[config.mk]
export PLATFORM = sky130hd
export DESIGN_NAME = decoder_sweep
export DESIGN_NICKNAME = d
export VERILOG_FILES = /design/src/rtl/decoder_pkg.sv /design/src/rtl/decoder_n.sv /design/src/rtl/decoder_sweep.sv
export SDC_FILE = /design/constraint.sdc
export NUM_CORES = 1
export LEC_CHECK = 0
export CORE_MARGIN = 3
export CORE_UTILIZATION = 40
export DETAILED_ROUTE_END_ITERATION = 7
export GPL_TIMING_DRIVEN = 0
export PLACE_DENSITY = 0.66
export SETUP_SLACK_MARGIN = 0.05
export SLEW_MARGIN = 40
export SYNTH_ARGS = -nofsm -noshare
export SYNTH_HDL_FRONTEND = slang
export SYNTH_SLANG_ARGS = --single-unit
[constraint.sdc]
create_clock -name clk -period 2.3 [get_ports clk]
set_input_delay 0.46 -clock clk [delete_from_list [all_inputs] [get_ports clk]]
set_output_delay 0.46 -clock clk [all_outputs]
set_load 0.005 [all_outputs]
[src/rtl/decoder_pkg.sv]
// Shared types and helpers for the register-file write-enable decoder.
package decoder_pkg;

    localparam int unsigned MAX_SEL_W = 6;
    localparam int unsigned MAX_N     = 2 ** MAX_SEL_W;

    typedef enum logic {IDLE, SWEEP} sweep_state_t;

    // Widest one-hot vector; callers truncate to their own 2^SEL_W outputs.
    function automatic logic [MAX_N-1:0] onehot(input logic [MAX_SEL_W-1:0] idx);
        logic [MAX_N-1:0] v;
        v      = '0;
        v[idx] = 1'b1;
        return v;
    endfunction

endpackage

[src/rtl/decoder_n.sv]
// Combinational SEL_W-to-2^SEL_W one-hot decoder with enable.
module decoder_n
    import decoder_pkg::*;
#(
    parameter int unsigned SEL_W = 5
) (
    input  logic [SEL_W-1:0]      sel,
    input  logic                  en,
    output logic [(2**SEL_W)-1:0] y
);

    localparam int unsigned N = 2 ** SEL_W;

    logic [MAX_SEL_W-1:0] idx;

    always_comb begin
        idx            = '0;
        idx[SEL_W-1:0] = sel;
        y              = en ? N'(onehot(idx)) : '0;
    end

endmodule

[src/rtl/decoder_sweep.sv]
// Registered one-hot write-enable decoder with a sequencer that walks every output once.
module decoder_sweep
    import decoder_pkg::*;
#(
    parameter int unsigned SEL_W = 5
) (
    input  logic                  clk,
    input  logic                  reset,
    input  logic [SEL_W-1:0]      sel,
    input  logic                  en,
    input  logic                  sweep_start,
    output logic [(2**SEL_W)-1:0] d,
    output logic                  sweep_busy,
    output logic                  sweep_done
);

    localparam int unsigned N = 2 ** SEL_W;

    sweep_state_t     state_q, state_d;
    logic [SEL_W-1:0] cnt_q, cnt_d;
    logic [N-1:0]     d_q, d_d;
    logic             busy_q, busy_d;
    logic             done_q, done_d;
    logic [SEL_W-1:0] dec_sel;
    logic             dec_en;

    decoder_n #(
        .SEL_W (SEL_W)
    ) u_decoder_n (
        .sel (dec_sel),
        .en  (dec_en),
        .y   (d_d)
    );

    always_comb begin
        state_d = state_q;
        cnt_d   = cnt_q;
        busy_d  = 1'b0;
        done_d  = 1'b0;
        dec_sel = sel;
        dec_en  = en;
        unique case (state_q)
            IDLE: begin
                // A sweep request overrides any simultaneous write request.
                if (sweep_start) begin
                    dec_sel = '0;
                    dec_en  = 1'b1;
                    cnt_d   = SEL_W'(1);
                    busy_d  = 1'b1;
                    state_d = SWEEP;
                end
            end
            SWEEP: begin
                dec_sel = cnt_q;
                if (cnt_q != '0) begin
                    dec_en = 1'b1;
                    cnt_d  = cnt_q + SEL_W'(1);
                    busy_d = 1'b1;
                end else begin
                    // cnt wrapped: the last output went out in the previous cycle.
                    dec_en  = 1'b0;
                    done_d  = 1'b1;
                    state_d = IDLE;
                end
            end
        endcase
    end

    always_ff @(posedge clk or posedge reset) begin
        if (reset) begin
            state_q <= IDLE;
            cnt_q   <= '0;
            d_q     <= '0;
            busy_q  <= 1'b0;
            done_q  <= 1'b0;
        end else begin
            state_q <= state_d;
            cnt_q   <= cnt_d;
            d_q     <= d_d;
            busy_q  <= busy_d;
            done_q  <= done_d;
        end
    end

    assign d          = d_q;
    assign sweep_busy = busy_q;
    assign sweep_done = done_q;

endmodule

# ---- Word-level counts from Yosys, hierarchy flattened
# Cells that the tools add are included.
dict set report op_classes {
  n_shift 0
  bitwise_logic 1
  reduce_logical 3
  muxes 15
  magnitude_cmp 2
  addsub 1
  n_eq_ne 2
  n_div 0
  multipliers 0
}
# cell count
set ops {}
lappend ops {{$mux W32} 1}
lappend ops {{$pmux W5 S2} 2}
lappend ops {{$mux W5} 3}
lappend ops {{$lt A5 B7 Y1 const B} 1}
lappend ops {{$mux W1} 6}
lappend ops {{$add A5 B1 Y5 const B} 1}
lappend ops {{$demux W1 S5} 1}
lappend ops {{$ge A5 B1 Y1 const B} 1}
lappend ops {{$reduce_bool A5 Y1} 1}
lappend ops {{$pmux W1 S2} 2}
lappend ops {{$ne A2 B1 Y1 const B} 1}
lappend ops {{$ne A2 B2 Y1 const B} 1}
lappend ops {{$reduce_and A2 Y1} 1}
lappend ops {{$logic_and A1 B1 Y1} 1}
lappend ops {{$not A1 Y1} 1}
dict set report totals {
  word_cells 28
  inputBits 9
  out_inout_bits 34
  latch_bits 0
  memories 0
  ff_bits 39
  romBits 0
  mem_bits_rw 0
}

# ---- Logic depth before layout (Yosys ltp)
# Gate-level depths: netlist of the first run.
dict set report logic_depth {
  word_depth 7
  mapped_depth 7
  ltp_nobuf 6
}

# ---- Cells and area by module
# Synthesis of the first run repeated with hierarchy kept, for this count alone.
dict set report hier_totals {
  cells_unflattened 124
  area_unflattened_um2 1453.9
}
# module n_inst seq_area_each_um2 cells_each area_per_inst_um2
set modules_own_cells {}
lappend modules_own_cells {decoder_sweep 1 975.9 77 1223.7}
lappend modules_own_cells {decoder_n 1 0.0 47 230.2}

# ---- Worst setup path before layout of the first run
# No wires, ideal clock.
dict set report synth_path {
  kind {reg2reg}
  startpoint {reg cnt_q[0]}
  endpoint {reg d_q[19], in the netlist d[19]}
  setup_slack_ns 0.612
  synth_period_minus_slack_ns 1.688
  t_required_ns 2.213
  n_path_buf 1
  stages_incl_launch_ff 8
  setup_ns 0.087
  arrival_time_ns 1.601
  path_cell_list {dfrtp_1 -> inv_1 -> ha_1 -> nor2b_1 -> and2_4 -> or3_4 -> buf_6 -> nor3_1}
}
dict set report synth_via {
  elab_chain_cells 6
  word_cells_on_any_way 10
  cone_classes {order compare (2); mux (6); reduce/logical (2)}
}
# item line
set synth_lines {}
lappend synth_lines {{start: declaration} decoder_sweep.sv:20} ;# logic [SEL_W-1:0] cnt_q, cnt_d;
lappend synth_lines {{start signal: assignment} decoder_sweep.sv:78} ;# cnt_q <= cnt_d;
lappend synth_lines {{$pmux W5 S2} decoder_sweep.sv:42} ;# unique case (state_q)
lappend synth_lines {{$lt A5 B7 Y1 (not written as such) or $ge A5 B1 Y1 (tied branches)} decoder_pkg.sv:13} ;# v[idx] = 1'b1;
lappend synth_lines {{$logic_and A1 B1 Y1 (not written as such)} decoder_pkg.sv:13}
lappend synth_lines {{$mux W1 (not written as such)} decoder_pkg.sv:13}
lappend synth_lines {{$demux W1 S5} -}
lappend synth_lines {{$mux W32 (*)} decoder_n.sv:19} ;# y = en ? N'(onehot(idx)) : '0;
lappend synth_lines {{net d_d[19]} decoder_sweep.sv:21} ;# logic [N-1:0] d_q, d_d;
lappend synth_lines {{end signal: assignment} decoder_sweep.sv:73} ;# d_q <= '0;
lappend synth_lines {{end signal: assignment} decoder_sweep.sv:79} ;# d_q <= d_d;
lappend synth_lines {{end: declaration} decoder_sweep.sv:21}
# Mark *: on every way through the listed nets, which the timed path passes. The rest lies on a longest branch.
# A chain may end at the register's enable or synchronous reset.

# ---- Worst setup path in the final report of the first run
dict set report layout_path {
  startpoint {reg cnt_q[0]}
  endpoint {reg d_q[16], in the netlist d[16]}
}
# Same word-level chain as after synthesis.

==> results of run 1 <==
-- final cells by class --
class / count / share of cell area
clock buffer: 5 / 0.0306
inverter: 4 / 0.00724
multi-input combinational: 90 / 0.254
tap: 48 / 0.0267
buffer: 8 / 0.0406
timing repair buffer: 42 / 0.187
sequential: 39 / 0.434
clock inverter: 3 / 0.0195
-- kinds of logic (layout without fill, tap and decap cells) --
family | Yosys count | in the layout | share of synthesized area
compound gates | 24 | 24 | 0.0952
xor+xnor | 2 | 2 | 0.0108
fa+ha+maj | 2 | 2 | 0.0154
buf+inv | 12 | 62 | 0.0653
flops | 39 | 39 | 0.599
simple gates | 62 | 62 | 0.214
-- metal layers --
layer,global-route usage,vias up,wire [µm]
met1,0.218,581,1560
met4,0.0787,0,91
li1,-,592,-
met2,0.240,35,1730
met5,0,-,0
met3,0.0304,8,136
-- worst max-delay path by stage --
stage	endpoint	start	slack, ps	cells past startpoint
2_1_floorplan	d[19]$_DFF_PP0_	cnt_q[0]$_DFFE_PP0P_	610	7
3_3_place_gp	d[20]$_DFF_PP0_	sweep_start	-130	4
3_5_place_dp	d[3]$_DFF_PP0_	sweep_start	-60	5
4_1_cts	d[19]$_DFF_PP0_	sweep_start	220	5
5_1_grt	d[20]$_DFF_PP0_	cnt_q[0]$_DFFE_PP0P_	260	7
6_report	d[16]$_DFF_PP0_	cnt_q[0]$_DFFE_PP0P_	350	7
-- Yosys cell counts, types with 2 or more instances --
cell | instances | share of area
a21oi_1 | 5 | 0.015
a31oi_1 | 5 | 0.019
and4bb_2 | 2 | 0.015
buf_6 | 5 | 0.035
clkbuf_8 | 2 | 0.017
dfrtp_1 | 39 | 0.60
ha_1 | 2 | 0.015
inv_1 | 4 | 0.0092
nand2_1 | 4 | 0.0092
nand2b_1 | 2 | 0.0077
nand3_1 | 4 | 0.012
nand3b_1 | 3 | 0.014
nor2_1 | 20 | 0.046
nor2b_1 | 2 | 0.0077
nor3_1 | 17 | 0.052
nor4b_1 | 3 | 0.016
o21ai_0 | 6 | 0.018
o31ai_1 | 2 | 0.0092
xnor2_1 | 2 | 0.011
-- registers in the layout, indices dropped and copies added, names as in the netlist --
signal,count
cnt_q,5
d,32
sweep_busy,1
sweep_done,1
-- metrics by stage --
| stage | instance area (µm²) | setup TNS (ps) | hold WS, ps |
|---|---|---|---|
| after global placement | 2110 | -833 | 574 |
| after global routing | 2250 | 0 | 623 |
| after detailed placement | 2120 | -293 | 601 |
| after floorplan | 1630 | 0 | 535 |
| final | 2250 | 0 | 552 |
| after CTS | 2230 | 0 | 611 |
-- power groups by stage --
stage	Clock [mW]	Sequential, mW	Combinational (mW)
floorplan	0	0.889	0.750
global placement	0	0.885	1.11
detailed placement	0	0.895	1.15
CTS	0.559	0.882	1.15
global route	0.596	0.898	1.28
finish	0.551	0.884	1.15
==> results.yml, run 1 <==
synthesis:
  synth-edff-count: 0
  yosys_warnings: 0
  syn_nets: 152
  ys_seq_area_frac: 0.599
  yosysUniqueCellTypes: 31
  syn_area_per_cell_um2: 11.6
  ys.flop_type: "dfrtp_1"
  netlist_area_um2: 1630
  netlist_instances: 141
  synth_seq_cells: 39
  async_reset_ff_frac: 1.00
timing:
  worst_pin_slew_ps: 676
  clock_skew_ps: 9.52
  fin_crit_ps: 1950
  slew_headroom: 0.546
  rsz0062_at_grt: "false"
  max_clock_freq_mhz: 513
  hold_violations: 0
  layout_setup_ws_ps: 352
  finalSetupViolations: 0
  final_max_slew_viol_count: 0
  fin_crit_sh: 0.847
clocking:
  cts_setup_buffers: 0
  cts_hold_buf: 0
  htree_levels: 2
  clockBufferDepth: 2
  post_cts_resized: 0
  cts_buffers: 5
  worst_skew_pair.late_latency_ps: 290
  cts-root-buf: "clkbuf_8"
  cts.sinks: 39
  clk_pin_slew_ps: 80
  tritoncts: "done"
floorplan:
  dieHeight_um: 69.8
  coreArea_um2: 3800
  io_pins: 43
  start_util: 0.429
  die_w_um: 69.8
  row_count: 22
  fp.dieArea_um2: 4870
worst_hold_path:
  hold_path_class: "input port to asynchronous set/reset pin"
setup_path:
  rrSetupSlack_ps: 350
  start_kind: "register"
  cp.required_ps: 2490
  critical-path-top-delay-family: "simple AND/OR/NAND/NOR gates"
  r2r-end: "d[16]$_DFF_PP0_"
  r2r_cells: 7
  critPathMaxStageDelay_ps: 500
  crit_buf_inv: 2
  crit_path_end_kind: "register"
  crit_chain: "inv_1 -> ha_1 -> nor2b_1 -> and2_4 -> or3_4 -> buf_6 -> nor3_1"
  crit_arrival_ps: 2140
  cp_max_fo: 8
  crit_slowest_cell: "dfrtp_1"
  path_class: "register to register"
  timing.rr.start: "cnt_q[0]$_DFFE_PP0P_"
layout:
  final_util: 0.592
  syn_to_final_growth_pct: 37.9
  regArea_um2: 976
  drive_above_1_share: 0.152
  final_common_cell: "clkdlybuf4s50_1"
  num_antenna_cells: 0
  nets: 201
  multi_input_area_um2: 571
  layout_common_cells: "42 x clkdlybuf4s50_1, 39 x dfrtp_1, 20 x nor2_1"
  fin_cells: 239
  fill_cells: 323
pwr:
  power_mw: 2.59
  power_density_nw_per_um2: 1150
  pwr-share-clk: 0.213
  ir_worst_vdd_uv: 528
  p_int_mw: 1.66
  power.switching_mw: 0.931
  power.leakage_nw: 0.962
  p_sw_frac: 0.359
  pwr-share-comb: 0.446
  p_seq_frac: 0.342
detailed_routing:
  drt-total-wl_mm: 3.52
  detail_route.wl_per_cell_um: 14.7
  first_pass_iters: 4
  drt_iter0_markers: 85
  drc_errors: 0
  ant_nets: 0
  vias: 1216
  routed_via_density: 5.09
placement:
  dp_hpwl_mm: 2.50
  place.gp.congestion: 0.907
  io_buffers: 42
  place_inst: 231
  preCtsSetupSlack_ps: -61.8
flow_run:
  cap_violations: 0
global_routing:
  grt_pass1_vias: 1228
  antenna_found_initial: 0
  grt_pass1_wl_mm: 6.02
  grt_start_max_net_pins: 40
  grt_overflow_total: 0
  grt_usage: 0.159
outcome:
  status: "completed"
Power figures use the tool's default switching activity.
==> inputs of run 2 (changes only) <==
clock period = 2 ns   (was 2.3 ns; I/O delays follow)
==> results.yml, run 2 (synthesized netlist as in run 1, its figures left out) <==
clocking:
  cts_buffers: 5
  clockBufferDepth: 2
  htree_levels: 2
  clk_pin_slew_ps: 80
  cts_setup_buffers: 0
  worst_skew_pair.late_latency_ps: 290
  cts-root-buf: "clkbuf_8"
  tritoncts: "done"
  cts.sinks: 39
timing:
  max_clock_freq_mhz: 540
  timing.hold.ws_ps: 491
  hold_violations: 0
  layout_setup_ws_ps: 147
  clock_skew_ps: 10.4
  fin_crit_sh: 0.927
  slew_headroom: 0.544
  fin_crit_ps: 1850
  fin_tns_setup_ps: 0
  rsz0062_at_grt: "false"
  worst_pin_slew_ps: 680
  final_max_slew_viol_count: 0
  finalSetupViolations: 0
detailed_routing:
  vias: 1216
  ant_nets: 0
  detail_route.wl_per_cell_um: 14.8
  drt_iter0_markers: 88
  drt-total-wl_mm: 3.53
  routed_via_density: 5.09
  first_pass_iters: 4
  drc_errors: 0
outcome:
  status: "completed"
placement:
  io_buffers: 42
  place.gp.congestion: 0.907
  dp_hpwl_mm: 2.50
  dpl_cell_area_um2: 2120
  preCtsSetupSlack_ps: -302
  place_inst: 231
setup_path:
  rrSetupSlack_ps: 150
  crit_arrival_ps: 2050
  cp_max_fo: 8
  path_class: "register to register"
  cp.required_ps: 2190
  start_kind: "register"
  crit_path_end_kind: "register"
pwr:
  pwr-share-clk: 0.212
  power.leakage_nw: 0.960
  power_mw: 2.99
  p_sw_frac: 0.360
  ir_worst_vdd_uv: 613
  pwr-share-comb: 0.446
  p_int_mw: 1.91
  p_seq_frac: 0.342
  power_density_nw_per_um2: 1330
  power.switching_mw: 1.08
floorplan:
  die_w_um: 69.8
  coreArea_um2: 3800
  dieHeight_um: 69.8
  row_count: 22
  io_pins: 43
  fp.dieArea_um2: 4870
  start_util: 0.429
layout:
  drive_above_1_share: 0.162
  final_util: 0.592
  layout_common_cells: "42 x clkdlybuf4s50_1, 37 x dfrtp_1, 20 x nor2_1"
  syn_to_final_growth_pct: 38.1
  final_common_cell: "clkdlybuf4s50_1"
  final_cell_area_um2: 2250
  largest_reg_flops: 32
  fill_cells: 324
  fin_cells: 239
  multi_input_area_um2: 571
  nets: 201
  num_antenna_cells: 0
  regArea_um2: 978
global_routing:
  grt_pass1_wl_mm: 6.02
  antenna_found_initial: 0
  grt_start_max_net_pins: 40
  grt_overflow_total: 0
  grt_usage: 0.159
  grt_pass1_vias: 1228
worst_hold_path:
  hold_path_class: "input port to asynchronous set/reset pin"
flow_run:
  cap_violations: 0
run 2: changes by cell type in the layout (fill, tap and decap cells not counted):
cell and change:
dfrtp_2 +2, dfrtp_1 -2
run 2: what timing repair did:
action / in CTS / in global routing
pin swaps: 0 / 0
endpoints found under the setup margin: 8 / 8
endpoints found under the hold margin: 0 / 0
hold buffers: 0 / 0
gates resized for setup: 1 / 2
run 2: worst paths after layout:
check,start,to,depth (start not counted)
setup / recovery,cnt_q[0]$_DFFE_PP0P_,d[16]$_DFF_PP0_,7
hold / removal,reset,cnt_q[4]$_DFFE_PP0P_,2
setup reg to reg,cnt_q[0]$_DFFE_PP0P_,d[16]$_DFF_PP0_,7
hold reg to reg,cnt_q[0]$_DFFE_PP0P_,cnt_q[0]$_DFFE_PP0P_,1
max in group asynchronous,reset,cnt_q[1]$_DFFE_PP0P_,2
min in group clk,cnt_q[0]$_DFFE_PP0P_,cnt_q[0]$_DFFE_PP0P_,1
run 2: cell type report:
class	count	area share
Sequential cell	39	0.435
Multi-Input combinational cell	90	0.254
Timing Repair Buffer	42	0.187
Buffer	8	0.0406
Clock buffer	5	0.0306
Tap cell	48	0.0267
Clock inverter	3	0.0195
Inverter	4	0.00723
run 2: power by group through the flow:
stage / sequential (mW) / combinational (mW) / clock [mW]
after global routing: 1.04 / 1.48 / 0.686
final: 1.02 / 1.33 / 0.635
after global placement: 1.02 / 1.28 / 0
after CTS: 1.02 / 1.33 / 0.642
after detailed placement: 1.03 / 1.32 / 0
after floorplan: 1.02 / 0.862 / 0
run 2: critical path, cell delays in order, from the launching register on:
cell and delay (ps):
dfrtp_2 450, inv_1 90, ha_1 210, nor2b_1 160, and2_4 140, or3_4 380
buf_6 140, nor3_1 200
run 2: layer usage:
| metal | GRT usage | vias to the layer above | part of all wire |
|---|---|---|---|
| li1 | - | 592 | - |
| met1 | 0.218 | 581 | 0.44 |
| met2 | 0.240 | 35 | 0.49 |
| met3 | 0.0304 | 8 | 0.039 |
| met4 | 0.0787 | 0 | 0.026 |
| met5 | 0 | - | 0 |
==> inputs of run 3 (changes only) <==
CTS_CLUSTER_DIAMETER = 100   (was unset)
SLEW_MARGIN = 0   (was 40)
==> results.yml, run 3 (synthesized netlist as in run 1, its figures left out) <==
outcome:
  status: "completed"
layout:
  drive_above_1_share: 0.147
  num_antenna_cells: 0
  final_common_cell: "clkdlybuf4s50_1"
  fill_cells: 319
  final_util: 0.588
  nets: 201
  syn_to_final_growth_pct: 37.2
  largest_reg_flops: 32
  layout_common_cells: "42 x clkdlybuf4s50_1, 38 x dfrtp_1, 20 x nor2_1"
detailed_routing:
  vias: 1224
  drt-total-wl_mm: 3.59
  drc_errors: 0
  ant_nets: 0
  detail_route.wl_per_cell_um: 15.0
  drt_iter0_markers: 63
  routed_via_density: 5.12
  first_pass_iters: 4
setup_path:
  crit_path_end_kind: "register"
  crit_arrival_ps: 2000
  start_kind: "input port"
  path_class: "input port to register"
  cp_max_fo: 10
  cp.required_ps: 2140
timing:
  fin_crit_ps: 1860
  fin_crit_sh: 0.928
  timing.hold.ws_ps: 551
  final_max_slew_viol_count: 0
  layout_setup_ws_ps: 144
  finalSetupViolations: 0
  worst_pin_slew_ps: 961
  hold_violations: 0
  clock_skew_ps: 7.55
  rsz0062_at_grt: "false"
  max_clock_freq_mhz: 539
  slew_headroom: 0.356
  fin_tns_setup_ps: 0
global_routing:
  grt_start_max_net_pins: 40
  grt_usage: 0.156
  grt_pass1_vias: 1217
  grt_overflow_total: 0
  grt_pass1_wl_mm: 5.99
  antenna_found_initial: 0
floorplan:
  io_pins: 43
  row_count: 22
  fp.dieArea_um2: 4870
  dieHeight_um: 69.8
  coreArea_um2: 3800
  start_util: 0.429
  die_w_um: 69.8
placement:
  dp_hpwl_mm: 2.51
  io_buffers: 42
  place.gp.congestion: 0.907
  preCtsSetupSlack_ps: -281
clocking:
  clockBufferDepth: 2
  worst_skew_pair.late_latency_ps: 290
  cts_buffers: 5
  cts-root-buf: "clkbuf_8"
  clk_pin_slew_ps: 80
  cts.sinks: 39
  htree_levels: 2
  cts_hold_buf: 0
  tritoncts: "done"
worst_hold_path:
  hold_path_class: "register to register"
pwr:
  ir_worst_vdd_uv: 757
  power.leakage_nw: 0.960
  power_density_nw_per_um2: 1340
flow_run:
  cap_violations: 0
==> run 3: cell types whose count changed in the layout (fill, tap and decap cells not counted) <==
cell / change
a31oi_1: +2
a31oi_2: -2
clkinv_2: -1
dfrtp_1: +1
dfrtp_2: -1
inv_2: +1
==> run 3: path summary, 6_finish.rpt <==
check                                       end  slack [ps]  depth (start not counted)                 start
setup / recovery                d[17]$_DFF_PP0_         140                          5           sweep_start
hold / removal             cnt_q[0]$_DFFE_PP0P_         550                          1  cnt_q[0]$_DFFE_PP0P_
setup reg to reg                d[16]$_DFF_PP0_         150                          7  cnt_q[1]$_DFFE_PP0P_
hold reg to reg            cnt_q[0]$_DFFE_PP0P_         550                          1  cnt_q[0]$_DFFE_PP0P_
max in group asynchronous  cnt_q[0]$_DFFE_PP0P_         920                          2                 reset
min in group asynchronous        d[7]$_DFF_PP0_         560                          2                 reset
==> run 3: what timing repair did <==
action,in CTS,in global routing
setup endpoints to repair,12,7
gates cloned,0,0
resized for setup,2,1
buffers inserted,0,0
==> run 3: critical path, cell delays in order <==
cell	delay, ps
clkdlybuf4s50_1	530
buf_6	160
nor4b_1	60
a31oi_1	710
nor3_1	130
==> run 3: layout make-up <==
| type | count | area, µm² | area share |
|---|---|---|---|
| Tap cell | 48 | 60.1 | 0.0269 |
| Multi-Input combinational cell | 90 | 558 | 0.250 |
| Inverter | 4 | 15.0 | 0.00672 |
| Clock inverter | 3 | 43.8 | 0.0196 |
| Buffer | 8 | 91.3 | 0.0409 |
| Timing Repair Buffer | 42 | 420 | 0.188 |
| Clock buffer | 5 | 68.8 | 0.0308 |
| Sequential cell | 39 | 977 | 0.437 |
==> run 3: per-stage QoR <==
| step | instance area (µm²) | std cells | total power, mW |
|---|---|---|---|
| 2_1_floorplan | 1630 | 141 | 1.88 |
| 3_3_place_gp | 2110 | 231 | 2.30 |
| 3_5_place_dp | 2110 | 231 | 2.33 |
| 4_1_cts | 2230 | 239 | 2.99 |
| 5_1_grt | 2230 | 239 | 3.17 |
| 6_report | 2230 | 239 | 2.99 |
==> run 3: power by group <==
group	switching, mW	internal [mW]
registers	0.0853	0.932
logic	0.731	0.598
clock network	0.270	0.371
==> run 3: layer usage <==
metal,track usage,wire [µm],part of all wire
met3,0.0391,211,0.059
met2,0.240,1730,0.48
met1,0.208,1580,0.44
met5,0,0,0
met4,0.0681,58,0.016
